<file path="config.mk">
export PLATFORM = sky130hd
export DESIGN_NAME = loop_nest_sequencer
export DESIGN_NICKNAME = d
export VERILOG_FILES = /design/src/rtl/loop_seq_pkg.sv /design/src/rtl/stride_counter.sv /design/src/rtl/loop_nest_sequencer.sv
export SDC_FILE = /design/constraint.sdc
export NUM_CORES = 1
export LEC_CHECK = 0
export ABC_AREA = 0
export CORE_MARGIN = 1.5
export CORE_UTILIZATION = 50
export CTS_CLUSTER_DIAMETER = 50
export CTS_CLUSTER_SIZE = 28
export DETAILED_ROUTE_END_ITERATION = 6
export GPL_TIMING_DRIVEN = 0
export HOLD_SLACK_MARGIN = 0.05
export PLACE_DENSITY_LB_ADDON = 0.12
export SYNTH_ARGS = -nofsm -noshare
export SYNTH_HDL_FRONTEND = slang
export SYNTH_SLANG_ARGS = --single-unit
export TNS_END_PERCENT = 30
</file>
<file path="constraint.sdc">
create_clock -name clk_i -period 4.2 [get_ports clk_i]
set_clock_uncertainty 0.05 [all_clocks]
set_input_delay 0.42 -clock clk_i [delete_from_list [all_inputs] [get_ports clk_i]]
set_output_delay 0.42 -clock clk_i [all_outputs]
set_load 0.02 [all_outputs]
</file>
<file path="src/rtl/loop_seq_pkg.sv">
// loop_seq_pkg: shared state encoding for the loop nest sequencer.
package loop_seq_pkg;
   typedef enum logic [1:0] {IDLE, RUN, DONE} seq_state_e;
endpackage

</file>
<file path="src/rtl/stride_counter.sv">
// stride_counter: one loop index that steps from start to end, wrapping back to start.
// Ports: clk_i/rst_ni clock and async active-low reset; load_i latches start/step/end
// and sets value to start; advance_i steps value (or wraps it when last);
// value_o current index; last_o high when one more step would pass the end.
module stride_counter #(
   parameter int Bits = 8
) (
   input  logic            clk_i,
   input  logic            rst_ni,
   input  logic            load_i,
   input  logic            advance_i,
   input  logic [Bits-1:0] start_i,
   input  logic [Bits-1:0] step_i,
   input  logic [Bits-1:0] end_i,
   output logic [Bits-1:0] value_o,
   output logic            last_o
);
   logic [Bits-1:0] start_q, step_q, end_q;
   // One extra bit keeps value+step from wrapping past the top of the range.
   assign last_o = ({1'b0, value_o} + {1'b0, step_q}) > {1'b0, end_q};
   always_ff @(posedge clk_i or negedge rst_ni) begin
      if (!rst_ni) begin
         start_q <= '0;
         step_q  <= '0;
         end_q   <= '0;
         value_o <= '0;
      end else if (load_i) begin
         start_q <= start_i;
         step_q  <= step_i;
         end_q   <= end_i;
         value_o <= start_i;
      end else if (advance_i) begin
         value_o <= last_o ? start_q : value_o + step_q;
      end
   end
endmodule

</file>
<file path="src/rtl/loop_nest_sequencer.sv">
// loop_nest_sequencer: emits every (outer, inner) index pair of a two-level strided loop nest.
// Ports: clk_i, rst_ni (async active-low); start_i launch in IDLE; inner_/outer_ start,end,step
// loop config; ready_i downstream accept; valid_o/outer_o/inner_o/last_o beat stream;
// busy_o (RUN or DONE), done_o (one-cycle end pulse), cfg_err_o (illegal config on done).
module loop_nest_sequencer
   import loop_seq_pkg::*;
#(
   parameter int Bits = 8
) (
   input  logic            clk_i,
   input  logic            rst_ni,
   input  logic            start_i,
   input  logic [Bits-1:0] inner_start_i,
   input  logic [Bits-1:0] inner_end_i,
   input  logic [Bits-1:0] inner_step_i,
   input  logic [Bits-1:0] outer_start_i,
   input  logic [Bits-1:0] outer_end_i,
   input  logic [Bits-1:0] outer_step_i,
   input  logic            ready_i,
   output logic            valid_o,
   output logic [Bits-1:0] outer_o,
   output logic [Bits-1:0] inner_o,
   output logic            last_o,
   output logic            busy_o,
   output logic            done_o,
   output logic            cfg_err_o
);
   seq_state_e state_q, state_d;
   logic err_q, launch, legal, accept, inner_last, outer_last;
   assign launch = (state_q == IDLE) && start_i;
   assign legal  = (inner_end_i >= inner_start_i) && (outer_end_i >= outer_start_i) &&
                   (inner_step_i != '0) && (outer_step_i != '0);
   assign accept = (state_q == RUN) && ready_i;

   stride_counter #(.Bits(Bits)) u_inner (
      .clk_i    (clk_i),
      .rst_ni   (rst_ni),
      .load_i   (launch),
      .advance_i(accept),
      .start_i  (inner_start_i),
      .step_i   (inner_step_i),
      .end_i    (inner_end_i),
      .value_o  (inner_o),
      .last_o   (inner_last)
   );

   // Outer only moves when the inner row wraps, so the wrap costs no extra cycle.
   stride_counter #(.Bits(Bits)) u_outer (
      .clk_i    (clk_i),
      .rst_ni   (rst_ni),
      .load_i   (launch),
      .advance_i(accept && inner_last),
      .start_i  (outer_start_i),
      .step_i   (outer_step_i),
      .end_i    (outer_end_i),
      .value_o  (outer_o),
      .last_o   (outer_last)
   );

   always_ff @(posedge clk_i or negedge rst_ni) begin
      if (!rst_ni) begin
         state_q <= IDLE;
         err_q   <= 1'b0;
      end else begin
         state_q <= state_d;
         err_q   <= launch ? !legal : err_q;
      end
   end

   always_comb begin
      state_d   = state_q;
      valid_o   = state_q == RUN;
      busy_o    = state_q != IDLE;
      done_o    = state_q == DONE;
      cfg_err_o = (state_q == DONE) && err_q;
      last_o    = (state_q == RUN) && inner_last && outer_last;
      case (state_q)
         IDLE:    state_d = launch ? (legal ? RUN : DONE) : IDLE;
         RUN:     state_d = (accept && last_o) ? DONE : RUN;
         default: state_d = IDLE;
      endcase
   end
endmodule

</file>
==> results of run 1 <==
==> worst max-delay path, delay by kind of cell, from the launching register on <==
| family | cells | cell delay [ps] |
|---|---|---|
| AOI/OAI and AO/OA | 5 | 970 |
| adders and majority gates | 3 | 780 |
| and+or+nand+nor | 2 | 650 |
| DFF | 1 | 430 |
| buffers and inverters | 2 | 300 |
| xor gates and xnor gates | 1 | 130 |
==> metrics by stage <==
step | utilization | cell area [um^2] | setup WS [ps] | hold slack [ps]
floorplan | - | 4180 | 484 | 74.4
global placement | 0.616 | 5030 | -340 | 409
detailed placement | 0.615 | 5030 | -368 | 413
CTS | 0.646 | 5280 | 2.56 | 168
global route | 0.657 | 5370 | 9.39 | 187
finish | 0.657 | 5370 | 121 | 125
==> repair_timing <==
item | in CTS | in global routing
hold endpoints to repair | 0 | 0
gates resized for setup | 13 | 9
setup endpoints to repair | 1 | 1
pin swaps | 5 | 13
setup buffers | 1 | 9
hold buffers | 0 | 0
==> cells by family after synthesis <==
group / after synthesis / share of synthesized area
AOI/OAI and AO/OA: 114 / 0.172
xor gates and xnor gates: 10 / 0.0210
adders and majority gates: 50 / 0.153
buffers and inverters: 55 / 0.0512
DFF: 67 / 0.401
muxes: 11 / 0.0275
and+or+nand+nor: 166 / 0.174
==> per-layer routing <==
layer,part of all wire,routed length [um]
met1,0.40,4720
met3,0.056,649
met2,0.51,5980
met5,0,0
met4,0.027,319
==> cell usage in the layout (no fill, tap or decap), types with 5 or more instances in the layout <==
cell             Yosys  final
nor2_1              11     11
clkbuf_8             0     11
nor2b_1              5      5
o211ai_1            17     17
clkdlybuf4s50_1      0     70
dfrtp_1             67     67
inv_1               37     37
a21oi_1             20     16
nand2_1            119    119
ha_1                48     46
buf_4                0     12
o21ai_0              7      7
nor4_1               7      7
o22ai_1              5      5
mux2i_1             10     10
xnor2_1              7      7
o21ai_1             36     35
clkbuf_1            14     14
==> cell type report <==
| cell class | count | area, um^2 | share of cell area |
|---|---|---|---|
| buffer | 18 | 85.1 | 0.0158 |
| clock buffer | 11 | 141 | 0.0263 |
| clock inverter | 5 | 52.6 | 0.00978 |
| inverter | 37 | 139 | 0.0259 |
| multi-input combinational | 351 | 2350 | 0.438 |
| sequential | 67 | 1680 | 0.312 |
| tap | 105 | 131 | 0.0245 |
| timing repair buffer | 82 | 791 | 0.147 |
==> synthesized netlist by cell type (2+ instances only) <==
cell type / number
and3_1: 3
a21o_1: 4
o221ai_1: 2
fa_1: 2
o21ai_0: 7
nand2b_1: 4
a31oi_1: 3
dfrtp_1: 67
a21oi_1: 20
nor4_1: 7
a22oi_1: 3
buf_1: 3
nand2_1: 119
o21ai_1: 36
and2_1: 3
mux2i_1: 10
inv_1: 37
o21a_1: 4
o211ai_1: 17
o21bai_1: 2
xor2_1: 3
nor2b_1: 5
ha_1: 48
or3_1: 3
a211oi_1: 3
xnor2_1: 7
nand3_1: 4
o22ai_1: 5
clkbuf_1: 14
nor2_1: 11
==> worst max-delay path by stage <==
stage,slack [ps],cells past startpoint,to,startpoint
after floorplan,480,12,last_o,u_outer.value_o[0]
final,120,13,last_o,u_outer.value_o[0]
after CTS,3,14,last_o,u_inner.value_o[0]
after global placement,-340,14,last_o,u_inner.value_o[0]
after global routing,9,12,last_o,u_outer.value_o[1]
after detailed placement,-370,14,last_o,u_inner.value_o[0]
==> flip-flops by register name, summed over array words and instances, names as in the netlist, 2 cells and up <==
| register | cells |
|---|---|
| u_inner.end_q | 8 |
| u_inner.start_q | 8 |
| u_inner.step_q | 8 |
| u_inner.value_o | 8 |
| u_outer.end_q | 8 |
| u_outer.start_q | 8 |
| u_outer.step_q | 8 |
| u_outer.value_o | 8 |
| state_q | 2 |
==> results by stage, run 1 <==
Setup path:
- At the worst endpoint, the arrival time is 3610 ps.
- For the worst setup path, the data required time is 3730 ps.
- Of all nets on the critical path, the largest fanout is 6.
- The nature of the critical path startpoint is a flip-flop.
- The startpoint identified for the worst register-to-register timing path is u_inner.value_o[2].
- The critical-path cell with the highest stage delay is or4_4.
- The worst reg2reg path endpoint is u_outer.value_o[1].
- The worst register-to-register path has a depth of 14.
- The setup check on the worst reg-to-reg path leaves a slack of 450 ps.
- Traced cell by cell, the critical path runs through ha_4 -> fa_2 -> a21oi_2 -> o211ai_1 -> a21oi_1 -> xnor2_1 -> ha_2 -> or4_4 -> a2111oi_4 -> o21ai_2 -> buf_6 -> and3_1 -> buf_4.
- The highest cell delay on the worst timing path is 490 ps.
- STA classifies the critical path endpoint as a primary output.
- The worst setup path is of the reg2out kind.

Global route:
- The met3 track demand over resource is 0.0548.
- The via count of the first global-routing pass is 3742.
- The first global-routing pass estimated 18400 um of wire.
- Entering global routing, the biggest net connects 68 pins.
- The total congestion overflow is 0.
- The total routing resource utilization after global routing is 0.278.
- The number of antenna violations at the first check in global routing was 0.
- In this run the most used layer during global routing was met2.
- For this run, global-route usage on met2 was measured as 0.498.
- The met1 layer usage reported by global route is 0.328.

Logic synthesis:
- By area the synthesized netlist is led by dfrtp_1 40%, ha_1 14%, nand2_1 11%.
- The combined area of all synthesized cells is 4180 um^2.
- Of all cell types, the one taking the most synthesized area is dfrtp_1.
- The number of nets in the synthesized netlist is 575.
- The number of enable flip-flop cells after synthesis is 0.
- Yosys printed 0 warnings.
- The main flop type after synthesis is dfrtp_1.
- The area share of the largest cell type after synthesis is 0.401.
- After synthesis the netlist holds a flip-flop and latch count of 67.
- Of the synthesized area, sequential elements account for 0.401.
- After synthesis, the share of flip-flops with an asynchronous set or reset is 1.00.
- Synthesis instantiated 47 different standard cells from the library.
- The gate count after technology mapping is 473.
- The post-synthesis area per instance is 8.84 um^2.

Placed design:
- The count of input and output buffers is 72.
- Once placement completed, the tool counted placed cells totaling 650.
- The estimated wirelength of the detail-placed design is 8750 um.
- The final weighted congestion in routability-driven placement is 0.851.

Drt:
- For this run, the detailed router's first-pass iteration total came to 5.
- The count of nets left with antenna violations once routing finished came out at 0.
- Dividing the detail-routed wire length by the instance count gives 17.3 um.
- After detailed routing, the number of vias per cell comes to 5.63.
- After detailed routing, the number of remaining DRC violations is 0.
- The routed design has 11700 um of wire.
- The routed layout has 3807 vias.
- The violation count after the first detailed-routing iteration is 260.

Timing:
- The final count of hold timing violations is 0.
- The number of max-slew violations in the final report is 0.
- Of the available clock period, the critical path in the final layout requires 0.971.
- Setup repair after global routing left no endpoint under its margin.
- The worst slew margin relative to its limit is 0.406.
- The time the worst path needs with I/O delays and setup is 4080 ps.
- The sum of negative setup slack is 0 ps.
- The pin slew with the least headroom to its limit is 891 ps.
- Based on the critical path, the design can be clocked at up to 0.245 GHz.
- Setup violations remaining at the end of the flow were counted as 0.

Run:
- The max-cap check violation count is 0.

Final layout:
- The total of fill cells in the finished design is 687.
- The count of inserted antenna diode cells is 0.
- The final net count is 668.
- The final standard cell count with taps included and fillers excluded is 676.
- Relative to the synthesized area, the layout overhead comes to 28.5%.
- In the final layout, the share of cells above drive strength 1 is 0.0788.

Clocking:
- The clock root buffer master is clkbuf_8.
- The number of clock sinks seen by CTS is 67.
- The clock latency on the worst-skew pair is 360 ps.
- TritonCTS built the clock tree.
- The number of levels in the clock H-tree is 3.
- In this run the deepest clock path goes through 2 buffers.
- The number of buffers added by the clock tree synthesis step is 9.
- The clock edge transition at the registers on the reported setup and hold paths is 80 ps.

Worst hold path:
- The path class of the lowest-slack min-delay path is in2async.

Floorplan:
- In this run the core area contains 33 standard-cell rows.
- The number of top-level design ports is 73.
- Measured along the y axis, the die boundary spans 94.4 um.
- The die is 94.4 um wide.
- The total area inside the core boundary comes to 8180 um^2.
- The initial core utilization is 0.511.
- The die covers 8920 um^2.

Outcome:
- The run finished with clean final reports.
Power of run 1 is not shown: default switching activity piles up to over one toggle a cycle in this logic, so the estimate is an artifact.
==> run 2, diff against run 1 <==
--- a/config.mk
+++ b/config.mk
@@ -14,6 +14,7 @@
 export GPL_TIMING_DRIVEN = 0
 export HOLD_SLACK_MARGIN = 0.05
 export PLACE_DENSITY_LB_ADDON = 0.12
+export SLEW_MARGIN = 20
 export SYNTH_ARGS = -nofsm -noshare
 export SYNTH_HDL_FRONTEND = slang
 export SYNTH_SLANG_ARGS = --single-unit
==> run 2 against run 1 <==
Net effect: worst setup slack got worse by 48 ps; largest cell class unchanged; global-route usage increased by 0.21 points; first-iteration DRC count decreased by 5.8%; design area increased by 0.49%; fmax decreased by 1.2%; sequential share of layout area decreased by 0.15 points.
==> results by stage, run 2 (synthesis gave the netlist of run 1 again) <==
Drt:
- The detailed-route via count is 3840 (was 3807).
- The final wirelength was 11700 um (about the same).
- The number of vias per cell was 5.68 (was 5.63).
- The count of unresolved DRC violations after routing is 0 (unchanged).
- The length of the first detailed-routing pass in iterations was 5 (unchanged).
- The average detailed-routed wire length per instance is 17.3 um (about the same).
- The remaining number of nets flagged by the antenna check after routing is 0 (unchanged).
- The violation count after the first detailed-routing iteration is 245 (was 260).

Clocking:
- The clock latency on the worst-skew pair is 350 ps (was 360 ps).
- The clock root buffer master is clkbuf_8 (unchanged).
- The number of buffers added by the clock tree synthesis step is 9 (unchanged).
- The number of levels in the clock H-tree was 3 (unchanged).
- The number of clock sinks seen by CTS is 67 (unchanged).
- The TritonCTS clock tree is built (unchanged).
- The clock tree buffer depth is 2 (unchanged).
- The clock edge transition at the registers on the reported setup and hold paths is 80 ps (about the same).

Setup path:
- The dominant delay contributor by cell family on the critical path was compound AO/OA/AOI/OAI gates (unchanged).
- The endpoint required time on the critical path is 3730 ps (about the same).
- The endpoint class of the critical path was a primary output (unchanged).
- The critical-path cell with the highest stage delay is or4_4 (unchanged).
- The start-to-end type of the worst setup path is reg2out (unchanged).
- The critical path buffer and inverter count was 2 (unchanged).
- The nature of the critical path startpoint is a flip-flop (unchanged).
- The arrival time reported for the critical path endpoint came to 3660 ps (was 3610 ps).
- Cell Chain, Critical Path: ha_2 -> fa_2 -> a21oi_2 -> o211ai_1 -> a21oi_1 -> xnor2_1 -> ha_1 -> or4_4 -> a2111oi_4 -> o21ai_2 -> buf_6 -> and3_1 -> buf_2 (was ha_4 -> fa_2 -> a21oi_2 -> o211ai_1 -> a21oi_1 -> xnor2_1 -> ha_2 -> or4_4 -> a2111oi_4 -> o21ai_2 -> buf_6 -> and3_1 -> buf_4).
- The highest cell delay on the worst timing path came to 550 ps (was 490 ps).
- The largest fanout of any net on the critical path was 6 (unchanged).

Final layout:
- Highest-count cells in the layout ignoring fill and taps: 119 x nand2_1, 70 x clkdlybuf4s50_1, 67 x dfrtp_1 (unchanged).
- The total of fill cells in the finished design is 722 (was 687).
- The most frequent standard cell in the layout excluding fill and tap cells is nand2_1 (unchanged).
- The count of inserted antenna diode cells came to 0 (unchanged).
- The fraction of final layout cells sized beyond drive strength 1 is 0.0718 (was 0.0788).
- The final net count was 668 (unchanged).
- The post-synthesis to final-layout area growth is 29.1% (was 28.5%).

Global route:
- The total routing resource utilization after global routing is 0.280 (was 0.278).
- The met2 global-route usage is 0.495 (was 0.498).
- The most crowded layer after global routing was met2 (unchanged).
- The met3 track demand over resource is 0.0652 (was 0.0548).
- The via count of the first global-routing pass came to 3803 (was 3742).
- The met1 layer usage reported by global route was 0.318 (was 0.328).
- The global-route wire length before repair is 18500 um (was 18400 um).
- The total congestion overflow is 0 (unchanged).
- The number of antenna violations at the first check in global routing is 0 (unchanged).
- The largest net degree at the start of global routing is 38 (was 68).

Worst hold path:
- The path class of the lowest-slack min-delay path is reg2reg (was in2async).

Timing:
- The final count of hold timing violations was 0 (unchanged).
- Setup repair after global routing missed its margin: no (unchanged).
- The maximum clock frequency is 0.242 GHz (was 0.245 GHz).
- The time the worst path needs with I/O delays and setup came to 4130 ps (was 4080 ps).
- The number of max-slew violations in the final report came to 0 (unchanged).
- The worst slew margin relative to its limit is 0.537 (was 0.406).
- The final number of setup-violating endpoints is 0 (unchanged).
- The pin slew with the least headroom to its limit came to 694 ps (was 891 ps).
- The sum of negative setup slack came to 0 ps (unchanged).
- The share of the cycle needed by the critical path after routing is 0.983 (was 0.971).
- The smallest setup slack after layout is 73.2 ps (was 121 ps).

Floorplan:
- The placeable core area was 8180 um^2 (unchanged).
- The area enclosed by the die boundary came to 8920 um^2 (unchanged).
- The height of the die was 94.4 um (unchanged).
- The initial core utilization is 0.511 (unchanged).
- The horizontal die dimension is 94.4 um (unchanged).
- The row count is 33 (unchanged).
- The number of top-level design ports is 73 (unchanged).

Placed design:
- The estimated wirelength of the detail-placed design is 8890 um (was 8750 um).
- The setup slack at placement is -388 ps (was -368 ps).
- The count of input and output buffers came to 72 (unchanged).
- The final weighted congestion in routability-driven placement is 0.851 (unchanged).

Run:
- The max-cap check violation count came to 0 (unchanged).

Outcome:
- Status: complete, no violations (unchanged).
==> run 2: final cells by class <==
type / instances / area (um^2) / share of cell area
repair buffers: 82 / 803 / 0.149
clock inverters: 5 / 100 / 0.0185
clock buffers: 11 / 141 / 0.0262
multi-input cells: 351 / 2320 / 0.430
well taps: 105 / 131 / 0.0243
plain buffers: 18 / 86.3 / 0.0160
flip-flops and latches: 67 / 1680 / 0.311
inverters: 37 / 139 / 0.0257
==> run 2: repair_timing <==
item | CTS | global route
pin swaps | 5 | 10
resized for setup | 12 | 4
hold buffers | 1 | 0
endpoints found under the setup margin | 1 | 1
setup buffers | 2 | 6
endpoints found under the hold margin | 30 | 0
==> run 2: final timing paths <==
check / startpoint / to / slack (ps) / cells past startpoint
setup / recovery: u_outer.step_q[0] / last_o / 70 / 13
min in group asynchronous: rst_ni / u_outer.value_o[2] / 500 / 2
setup reg to reg: u_inner.value_o[0] / u_outer.value_o[4] / 470 / 14
hold reg to reg: u_outer.start_q[2] / u_outer.start_q[2] / 430 / 2
max in group asynchronous: rst_ni / u_inner.start_q[6] / 3050 / 3
hold / removal: u_outer.start_q[2] / u_outer.start_q[2] / 430 / 2
==> run 2: routing by layer <==
| metal | vias up | routed length, um | share of wire |
|---|---|---|---|
| met5 | - | 0 | 0 |
| met4 | 0 | 492 | 0.042 |
| met3 | 36 | 710 | 0.061 |
| met2 | 141 | 5910 | 0.50 |
| met1 | 1835 | 4600 | 0.39 |
| li1 | 1828 | - | - |
==> run 2: worst register-to-register path, stage by stage, from the launching register on <==
cell	delay, ps
dfrtp_1	390
ha_1	230
fa_1	420
a21oi_2	180
o211ai_1	150
a21oi_2	160
xnor2_1	180
ha_1	310
nand3_1	100
nand2_1	100
and4b_1	310
o21a_1	250
clkbuf_1	470
o211ai_1	210
o211ai_1	140
==> run 2: through the flow <==
step,instances,util,cell area [um^2],hold WS (ps)
5_1_grt,676,0.660,5400,454
3_5_place_dp,651,0.618,5050,345
3_3_place_gp,650,0.616,5030,409
2_1_floorplan,473,-,4180,74.4
4_1_cts,670,0.654,5350,431
6_report,676,0.660,5400,431
Power of run 2 is left out for the same reason.
